<file path="src/rtl/mbi5153_line_tx.sv">
// Line transmitter for a daisy chain of MBI5153 LED drivers: fetches one line of
// grayscale words from line RAM and shifts them out MSB first with data-latch pulses.
module mbi5153_line_tx #(
    parameter int NUM_CH_IC    = 16,
    parameter int NUM_IC_CHAIN = 4,
    parameter int GS_WIDTH     = 16,
    parameter int OFS_WIDTH    = $clog2(NUM_CH_IC * NUM_IC_CHAIN)
) (
    input  logic                 CLK,
    input  logic                 RESET_N,
    input  logic                 REQUEST,
    input  logic [GS_WIDTH-1:0]  RAM_DATA,
    output logic                 LINE_READY,
    output logic                 LINE_TX_DONE,
    output logic                 RAM_RD,
    output logic [OFS_WIDTH-1:0] RAM_ADDR_OFS,
    output logic                 SDI,
    output logic                 LE,
    output logic                 DCLK_EN
);

    localparam int NUM_WORDS = NUM_CH_IC * NUM_IC_CHAIN;
    localparam int BIT_W     = $clog2(GS_WIDTH);
    localparam int WORD_W    = (NUM_WORDS > 1) ? $clog2(NUM_WORDS) : 1;
    localparam int IC_W      = (NUM_IC_CHAIN > 1) ? $clog2(NUM_IC_CHAIN) : 1;

    localparam logic [BIT_W-1:0]     BIT_ZERO    = BIT_W'(0);
    localparam logic [BIT_W-1:0]     BIT_ONE     = BIT_W'(1);
    localparam logic [BIT_W-1:0]     BIT_LAST    = BIT_W'(GS_WIDTH - 1);
    localparam logic [BIT_W-1:0]     BIT_PRE_ARM = BIT_W'(GS_WIDTH - 3);
    localparam logic [WORD_W-1:0]    WORD_ZERO   = WORD_W'(0);
    localparam logic [WORD_W-1:0]    WORD_ONE    = WORD_W'(1);
    localparam logic [WORD_W-1:0]    WORD_LAST   = WORD_W'(NUM_WORDS - 1);
    localparam logic [IC_W-1:0]      IC_ZERO     = IC_W'(0);
    localparam logic [IC_W-1:0]      IC_ONE      = IC_W'(1);
    localparam logic [IC_W-1:0]      IC_LAST     = IC_W'(NUM_IC_CHAIN - 1);
    localparam logic [OFS_WIDTH-1:0] OFS_ZERO    = OFS_WIDTH'(0);
    localparam logic [OFS_WIDTH-1:0] OFS_FIRST   = OFS_WIDTH'(NUM_WORDS - 1);
    localparam logic [OFS_WIDTH-1:0] OFS_IC_STEP = OFS_WIDTH'(NUM_CH_IC);
    localparam logic [OFS_WIDTH-1:0] OFS_CH_STEP = OFS_WIDTH'((NUM_IC_CHAIN - 1) * NUM_CH_IC - 1);
    localparam logic [GS_WIDTH-1:0]  GS_ZERO     = GS_WIDTH'(0);

    typedef enum logic [2:0] {
        ST_IDLE  = 3'd0,
        ST_FETCH = 3'd1,
        ST_WAIT  = 3'd2,
        ST_SHIFT = 3'd3,
        ST_DONE  = 3'd4
    } state_t;

    state_t                state_r, state_s;
    logic [BIT_W-1:0]      bit_r, bit_s;
    logic [WORD_W-1:0]     word_r, word_s;
    logic [IC_W-1:0]       ic_r, ic_s;
    logic [GS_WIDTH-1:0]   sr_r, sr_s;
    logic [OFS_WIDTH-1:0]  ofs_r, ofs_s;
    logic                  rd_r, rd_s;
    logic                  le_r, le_s;
    logic                  dclk_en_r, dclk_en_s;
    logic                  done_r, done_s;
    logic                  ready_r, ready_s;

    // Offset of the next word: the next IC toward the chain input, or after the
    // nearest IC the farthest IC one channel lower. Constant steps, no multiplier.
    function automatic logic [OFS_WIDTH-1:0] next_ofs(input logic [OFS_WIDTH-1:0] ofs,
                                                      input logic                 last_ic);
        logic [OFS_WIDTH-1:0] res;
        if (last_ic) begin
            res = ofs + OFS_CH_STEP;
        end else begin
            res = ofs - OFS_IC_STEP;
        end
        return res;
    endfunction

    // Next-state, counter, shift-register and output decode.
    always_comb begin
        state_s = state_r;
        bit_s   = bit_r;
        word_s  = word_r;
        ic_s    = ic_r;
        sr_s    = sr_r;
        ofs_s   = ofs_r;
        rd_s    = 1'b0;
        case (state_r)
            ST_IDLE: begin
                if (REQUEST) begin
                    state_s = ST_FETCH;
                    ofs_s   = OFS_FIRST;
                    rd_s    = 1'b1;
                end else begin
                    state_s = ST_IDLE;
                end
            end
            ST_FETCH: begin
                state_s = ST_WAIT;
                bit_s   = BIT_ZERO;
                word_s  = WORD_ZERO;
                ic_s    = IC_ZERO;
            end
            ST_WAIT: begin
                state_s = ST_SHIFT;
                sr_s    = RAM_DATA;
            end
            ST_SHIFT: begin
                if (bit_r == BIT_LAST) begin
                    bit_s = BIT_ZERO;
                    if (word_r == WORD_LAST) begin
                        state_s = ST_DONE;
                        sr_s    = GS_ZERO;
                    end else begin
                        word_s = word_r + WORD_ONE;
                        ic_s   = (ic_r == IC_LAST) ? IC_ZERO : (ic_r + IC_ONE);
                        sr_s   = RAM_DATA;
                    end
                end else begin
                    bit_s = bit_r + BIT_ONE;
                    sr_s  = {sr_r[GS_WIDTH-2:0], 1'b0};
                    // Arm the prefetch so its data arrives during the word's last bit.
                    if ((bit_r == BIT_PRE_ARM) && (word_r != WORD_LAST)) begin
                        rd_s  = 1'b1;
                        ofs_s = next_ofs(ofs_r, ic_r == IC_LAST);
                    end else begin
                        rd_s  = 1'b0;
                    end
                end
            end
            ST_DONE: begin
                state_s = ST_IDLE;
            end
            default: begin
                state_s = ST_IDLE;
                sr_s    = GS_ZERO;
            end
        endcase
        dclk_en_s = (state_s == ST_SHIFT);
        le_s      = (state_s == ST_SHIFT) && (bit_s == BIT_LAST) && (ic_s == IC_LAST);
        done_s    = (state_s == ST_DONE);
        ready_s   = (state_s == ST_IDLE);
    end

    // State, counters and registered outputs.
    always_ff @(posedge CLK or negedge RESET_N) begin
        if (!RESET_N) begin
            state_r   <= ST_IDLE;
            bit_r     <= BIT_ZERO;
            word_r    <= WORD_ZERO;
            ic_r      <= IC_ZERO;
            sr_r      <= GS_ZERO;
            ofs_r     <= OFS_ZERO;
            rd_r      <= 1'b0;
            le_r      <= 1'b0;
            dclk_en_r <= 1'b0;
            done_r    <= 1'b0;
            ready_r   <= 1'b1;
        end else begin
            state_r   <= state_s;
            bit_r     <= bit_s;
            word_r    <= word_s;
            ic_r      <= ic_s;
            sr_r      <= sr_s;
            ofs_r     <= ofs_s;
            rd_r      <= rd_s;
            le_r      <= le_s;
            dclk_en_r <= dclk_en_s;
            done_r    <= done_s;
            ready_r   <= ready_s;
        end
    end

    // The shift register MSB is the line bit; it is zero outside SHIFT.
    assign SDI          = sr_r[GS_WIDTH-1];
    assign LE           = le_r;
    assign DCLK_EN      = dclk_en_r;
    assign RAM_RD       = rd_r;
    assign RAM_ADDR_OFS = ofs_r;
    assign LINE_TX_DONE = done_r;
    assign LINE_READY   = ready_r;

endmodule

</file>
<file path="config.mk">
export PLATFORM = sky130hd
export DESIGN_NAME = mbi5153_line_tx
export DESIGN_NICKNAME = d
export VERILOG_FILES = /design/src/rtl/mbi5153_line_tx.sv
export SDC_FILE = /design/constraint.sdc
export NUM_CORES = 1
export LEC_CHECK = 0
export ABC_AREA = 1
export CORE_MARGIN = 2
export CORE_UTILIZATION = 45
export CTS_CLUSTER_DIAMETER = 150
export DETAILED_ROUTE_END_ITERATION = 10
export GPL_TIMING_DRIVEN = 0
export HOLD_SLACK_MARGIN = 0.06
export PLACE_DENSITY = 0.8
export SLEW_MARGIN = 20
export SYNTH_ARGS = -nofsm -noshare
export SYNTH_HDL_FRONTEND = slang
export SYNTH_SLANG_ARGS = --single-unit
</file>
<file path="constraint.sdc">
create_clock -name CLK -period 1.6 [get_ports CLK]
set_input_delay 0.32 -clock CLK [delete_from_list [all_inputs] [get_ports CLK]]
set_output_delay 0.32 -clock CLK [all_outputs]
set_load 0.03 [all_outputs]
</file>
**Yosys cells after proc, flatten, opt, wreduce, memory -nomap -nowiden**

Index checks and enable logic that the tools add are counted.

- Add/subtract/negate cells: 5
- Eq/ne operators: 18
- Multiplexer cells: 25
- Reductions and logical operators: 10

Operator list:

| operator | number |
|---|---|
| 16-bit case mux with 3 select lines | 1 |
| 6-bit two-way mux | 6 |
| 16-bit two-way mux | 2 |
| 6-bit case mux with 2 select lines | 2 |
| 4-bit equality test (second input constant) | 3 |
| 3-bit case mux with 4 select lines | 1 |
| 2-bit inequality test (second input constant) | 5 |
| 3-bit by 2-bit equality test with 1-bit output (second input constant) | 3 |
| 4-bit case mux with 2 select lines | 1 |
| 6-bit by 1-bit adder with 6-bit output (second input constant) | 1 |
| 6-bit adder (second input constant) | 1 |
| 3-bit equality test (second input constant) | 2 |
| 6-bit equality test (second input constant) | 1 |
| 3-bit logical NOT | 2 |
| 2-bit two-way mux | 3 |
| 3-bit two-way mux | 2 |
| 6-bit inequality test (second input constant) | 1 |
| 6-bit by 5-bit subtractor with 6-bit output (second input constant) | 1 |
| 4-bit by 1-bit adder with 4-bit output (second input constant) | 1 |
| 2-bit equality test (second input constant) | 2 |
| 1-bit two-way mux | 4 |
| 4-bit two-way mux | 1 |
| 2-bit case mux with 2 select lines | 1 |
| 4-bit AND reduction | 1 |
| 7 further kinds | 10 |

- Register bits after elaboration: 42
- Input bits: 19
- Output and inout port bits: 12
- Word-level logic and storage cells: 69

**Longest topological paths before layout**

- Depth in word-level cells: 7
- Mapped depth: 11
- Depth with buffers taken out: 11

**Least setup slack after synthesis**

OpenSTA, ideal clock, no wires.

- Kind: register -> register
- Start point: register word_r[0]
- End point: register ofs_r[0], in the netlist RAM_ADDR_OFS[0]
- Library setup time: 123 ps
- Arrival: 1358 ps
- Data required time: 1477 ps
- Setup slack: 119 ps
- Stages on the path, launching flop included: 12
- Path buffers: 0
- Cell sequence: dfrtp_1 ha_1 nand2_1 nor2_1 nand2_1 nand2_2 nor2_4 inv_2 nand2_2 nand2_2 nand2_1 nand2_1

- Cells in the longest elaborated chain, start to end: 4

Ends and longest elaborated chain:

| what | line | text |
|---|---|---|
| start, declared | 53 | `logic [WORD_W-1:0] word_r, word_s;` |
| start signal, assigned | 159 | `word_r <= word_s;` |
| 6-bit inequality test | 120 | `if ((bit_r == BIT_PRE_ARM) && (word_r != WORD_LAST)) begin` |
| 1-bit logical AND | 120 |  |
| 2-bit inequality test (no source line) | n/a |  |
| 4-bit AND reduction (no source line) | n/a |  |
| end signal, assigned | 162 | `ofs_r <= ofs_s;` |
| end, declared | 56 | `logic [OFS_WIDTH-1:0] ofs_r, ofs_s;` |

Every way passes these cells.
A chain may end at the register's enable or synchronous reset.

**Worst setup path after layout**

- Start point: register ready_r, in the netlist LINE_READY
- End point: output LINE_READY

RTL lines:

| what | line | text |
|---|---|---|
| start, declared | 61 | `logic ready_r, ready_s;` |
| start signal, assigned | 167 | `ready_r <= ready_s;` |
| end, declared | 13 | `output logic LINE_READY,` |

No word-level cell between the ends.

==> impl_metrics.ini <==
[cts]
cts_htree_levels = 2
cts_tree = yes
cts-root-buf = clkbuf_8
clkSlewWorstSetupHoldPaths_ps = 80
cts.sinks = 42
cts_buffers = 5
clock_latency_ps = 290
cts_buffer_depth = 2

[grt]
gr-usage-all-layers_pct = 17.3
overflow = 0
grt_pass1_wl_um = 8350
first_global_vias = 1958
antenna_found_initial = 0
grt_max_degree = 29

[timing]
setup_violations = 0
min_period_ps = 1510
hold_viol = 0
fin_crit_sh_pct = 94.2
setup_tns_ps = 0
fin_ws_ps = 92.5
slew_viol_final = 0
fmax_mhz = 663
skew_ps = 6.41
relSlewSlack_pct = 75.0
hold_ws_ps = 462
worst_pin_slew_ps = 374

[worst_setup_path]
path_delay_family = flip-flops
required_ps = 1280
cp_cell_sequence = dlygate4sd2_1
path_buf_inv = 1
path_max_fanout = 1
path_depth = 1
end_kind = output port
slowest_stage = dfstp_2
cp-startpoint = LINE_READY
path_class = reg -> out
crit_arrival_ps = 1190
crit_path_start_kind = register
worstReg2RegStart = word_r[1]
reg2reg_depth = 11
worst_path_largest_cell_delay_ps = 520

[die]
fp.coreArea_sq_um = 5070
die_x_um = 76.5
ios = 31
fp.dieArea_sq_um = 5850
start_util_pct = 46.6
rows = 26
dieHeight_um = 76.5

[worst_hold_path]
hold_class = in -> async

[logic_synthesis]
yosys.area.top_type_share_pct = 43.4
syn_area_per_cell_sq_um = 8.07
synth.top_cells.by_count = nand2_1 (89), inv_1 (44), dfrtp_1 (41)
synth_top_area_cell = dfrtp_1
synthFlopType = dfrtp_1
yosysWarnings = 0
ys_seq_elements = 42
synth.cell_area_sq_um = 2360
async_flop_share_pct = 100
synth_nets = 317
yosysSeqAreaShare_pct = 44.5
synth-edff-count = 0
netlist_top_cells_area = dfrtp_1 (43%), nand2_1 (14%), nand3_1 (7.6%), inv_1 (7.0%), a2bb2oi_2 (5.7%)
ys_types = 30
synth_most_common_cell = nand2_1
synthCells = 293

[power_and_ir_drop]
ir_drop_mv = 0.283
p_leak_nw = 1.76
design_power_total_mw = 1.87
power_density_nw_per_um2 = 621

[drt]
first_pass_iters = 6
detail_route.wl_per_cell_um = 11.8
ant_nets = 0
drt-vias-per-instance = 4.93
drtIter0Drc = 109
wirelength_um = 4870
drc_errors = 0
vias = 2030

[placed_design]
place_hpwl_um = 3480
dp_cells = 394
place_congestion = 0.829
place_area_sq_um = 2770
port_buffers = 30
place_ws_ps = -116

[cells_and_area]
postLayoutCoreUtil_pct = 59.3
diodes = 0
syn_to_final_growth_pct = 27.2
fillers = 444
regArea_sq_um = 1050
drive_gt1_share_pct = 19.0
multi_input_area_sq_um = 1130
final_cells = 412
final_nets = 365
final_area_sq_um = 3010

[run]
drv_cap = 0

[outcome]
status = finished clean
placed cells by master, fill, tap and decap left out, types with 4 or more instances in the layout:
cell type | synthesis | routed
a2bb2oi_1 | 5 | 5
a2bb2oi_2 | 9 | 9
buf_4 | 1 | 9
clkbuf_8 | 0 | 6
clkdlybuf4s50_1 | 0 | 17
dfrtp_1 | 41 | 39
dlygate4sd2_1 | 0 | 8
dlymetal6s2s_1 | 0 | 4
inv_1 | 44 | 43
inv_2 | 5 | 6
nand2_1 | 89 | 85
nand2_2 | 7 | 7
nand2_4 | 0 | 4
nand3_1 | 36 | 36
nor2_1 | 11 | 10
o21ai_0 | 6 | 6
worst reg2reg max path, cell delays in order, from the launching register on:
cell     delay, ps
dfrtp_1        400
ha_2           210
nand2_2         80
nor2_2          40
nand2_2        110
nand2_4         70
nor2_4         140
inv_2           60
nand2_4         90
nand2_4         80
nand2_1         60
nand2_1         50
registers in the layout, summed over array words and instances (netlist names):
name	flops
bit_r	4
RAM_ADDR_OFS	6
LINE_TX_DONE	1
ic_r	2
word_r	6
RAM_RD	1
LINE_READY	1
LE	1
state_r	3
DCLK_EN	1
sr_r	16
cell families (layout without fill, tap and decap cells):
family / Yosys count / count (layout) / share of synthesized area, %
adders and majority gates: 5 / 5 / 2.65
xor gates and xnor gates: 5 / 5 / 1.85
buffers and inverters: 57 / 106 / 10.1
and+or+nand+nor: 157 / 157 / 29.9
DFF: 42 / 42 / 44.5
AOI/OAI and AO/OA: 27 / 27 / 11.0
where the power goes:
part	internal [mW]	switching [mW]	total, mW
clock	0.348	0.351	0.699
sequential	1.06	0.000655	1.06
combinational	0.0597	0.0430	0.103
total	1.47	0.395	1.87
layer usage:
layer / global-route usage, % / routed length, um / part of all wire (%)
met1: 22.0 / 2180 / 45
met5: 0 / 0 / 0
met3: 3.91 / 166 / 3.4
met2: 29.2 / 2450 / 50
met4: 5.45 / 71 / 1.5
area by class of cell:
type / count / area share [%]
multi-input cells: 194 / 37.7
flip-flops and latches: 42 / 35.1
well taps: 70 / 2.91
clock inverters: 1 / 0.166
plain buffers: 7 / 1.91
inverters: 50 / 6.28
repair buffers: 41 / 13.1
clock buffers: 7 / 2.87
what timing repair did:
item | 4_1_cts | 5_1_grt
pin swaps | 0 | 4
hold endpoints to repair | 13 | 0
gates cloned | 0 | 0
hold buffers | 1 | 0
setup endpoints to repair | 27 | 29
buffers inserted | 3 | 6
gates resized for setup | 12 | 20
final timing paths:
path	end	slack (ps)
worst max register to register	RAM_ADDR_OFS[3]	100
max in group asynchronous	state_r[0]	670
min in group CLK	sr_r[0]	490
worst min-delay path	RAM_ADDR_OFS[2]	460
worst min register to register	sr_r[0]	490
worst max-delay path	LINE_READY	90
Note: power is estimated with default switching activity, not from simulation.
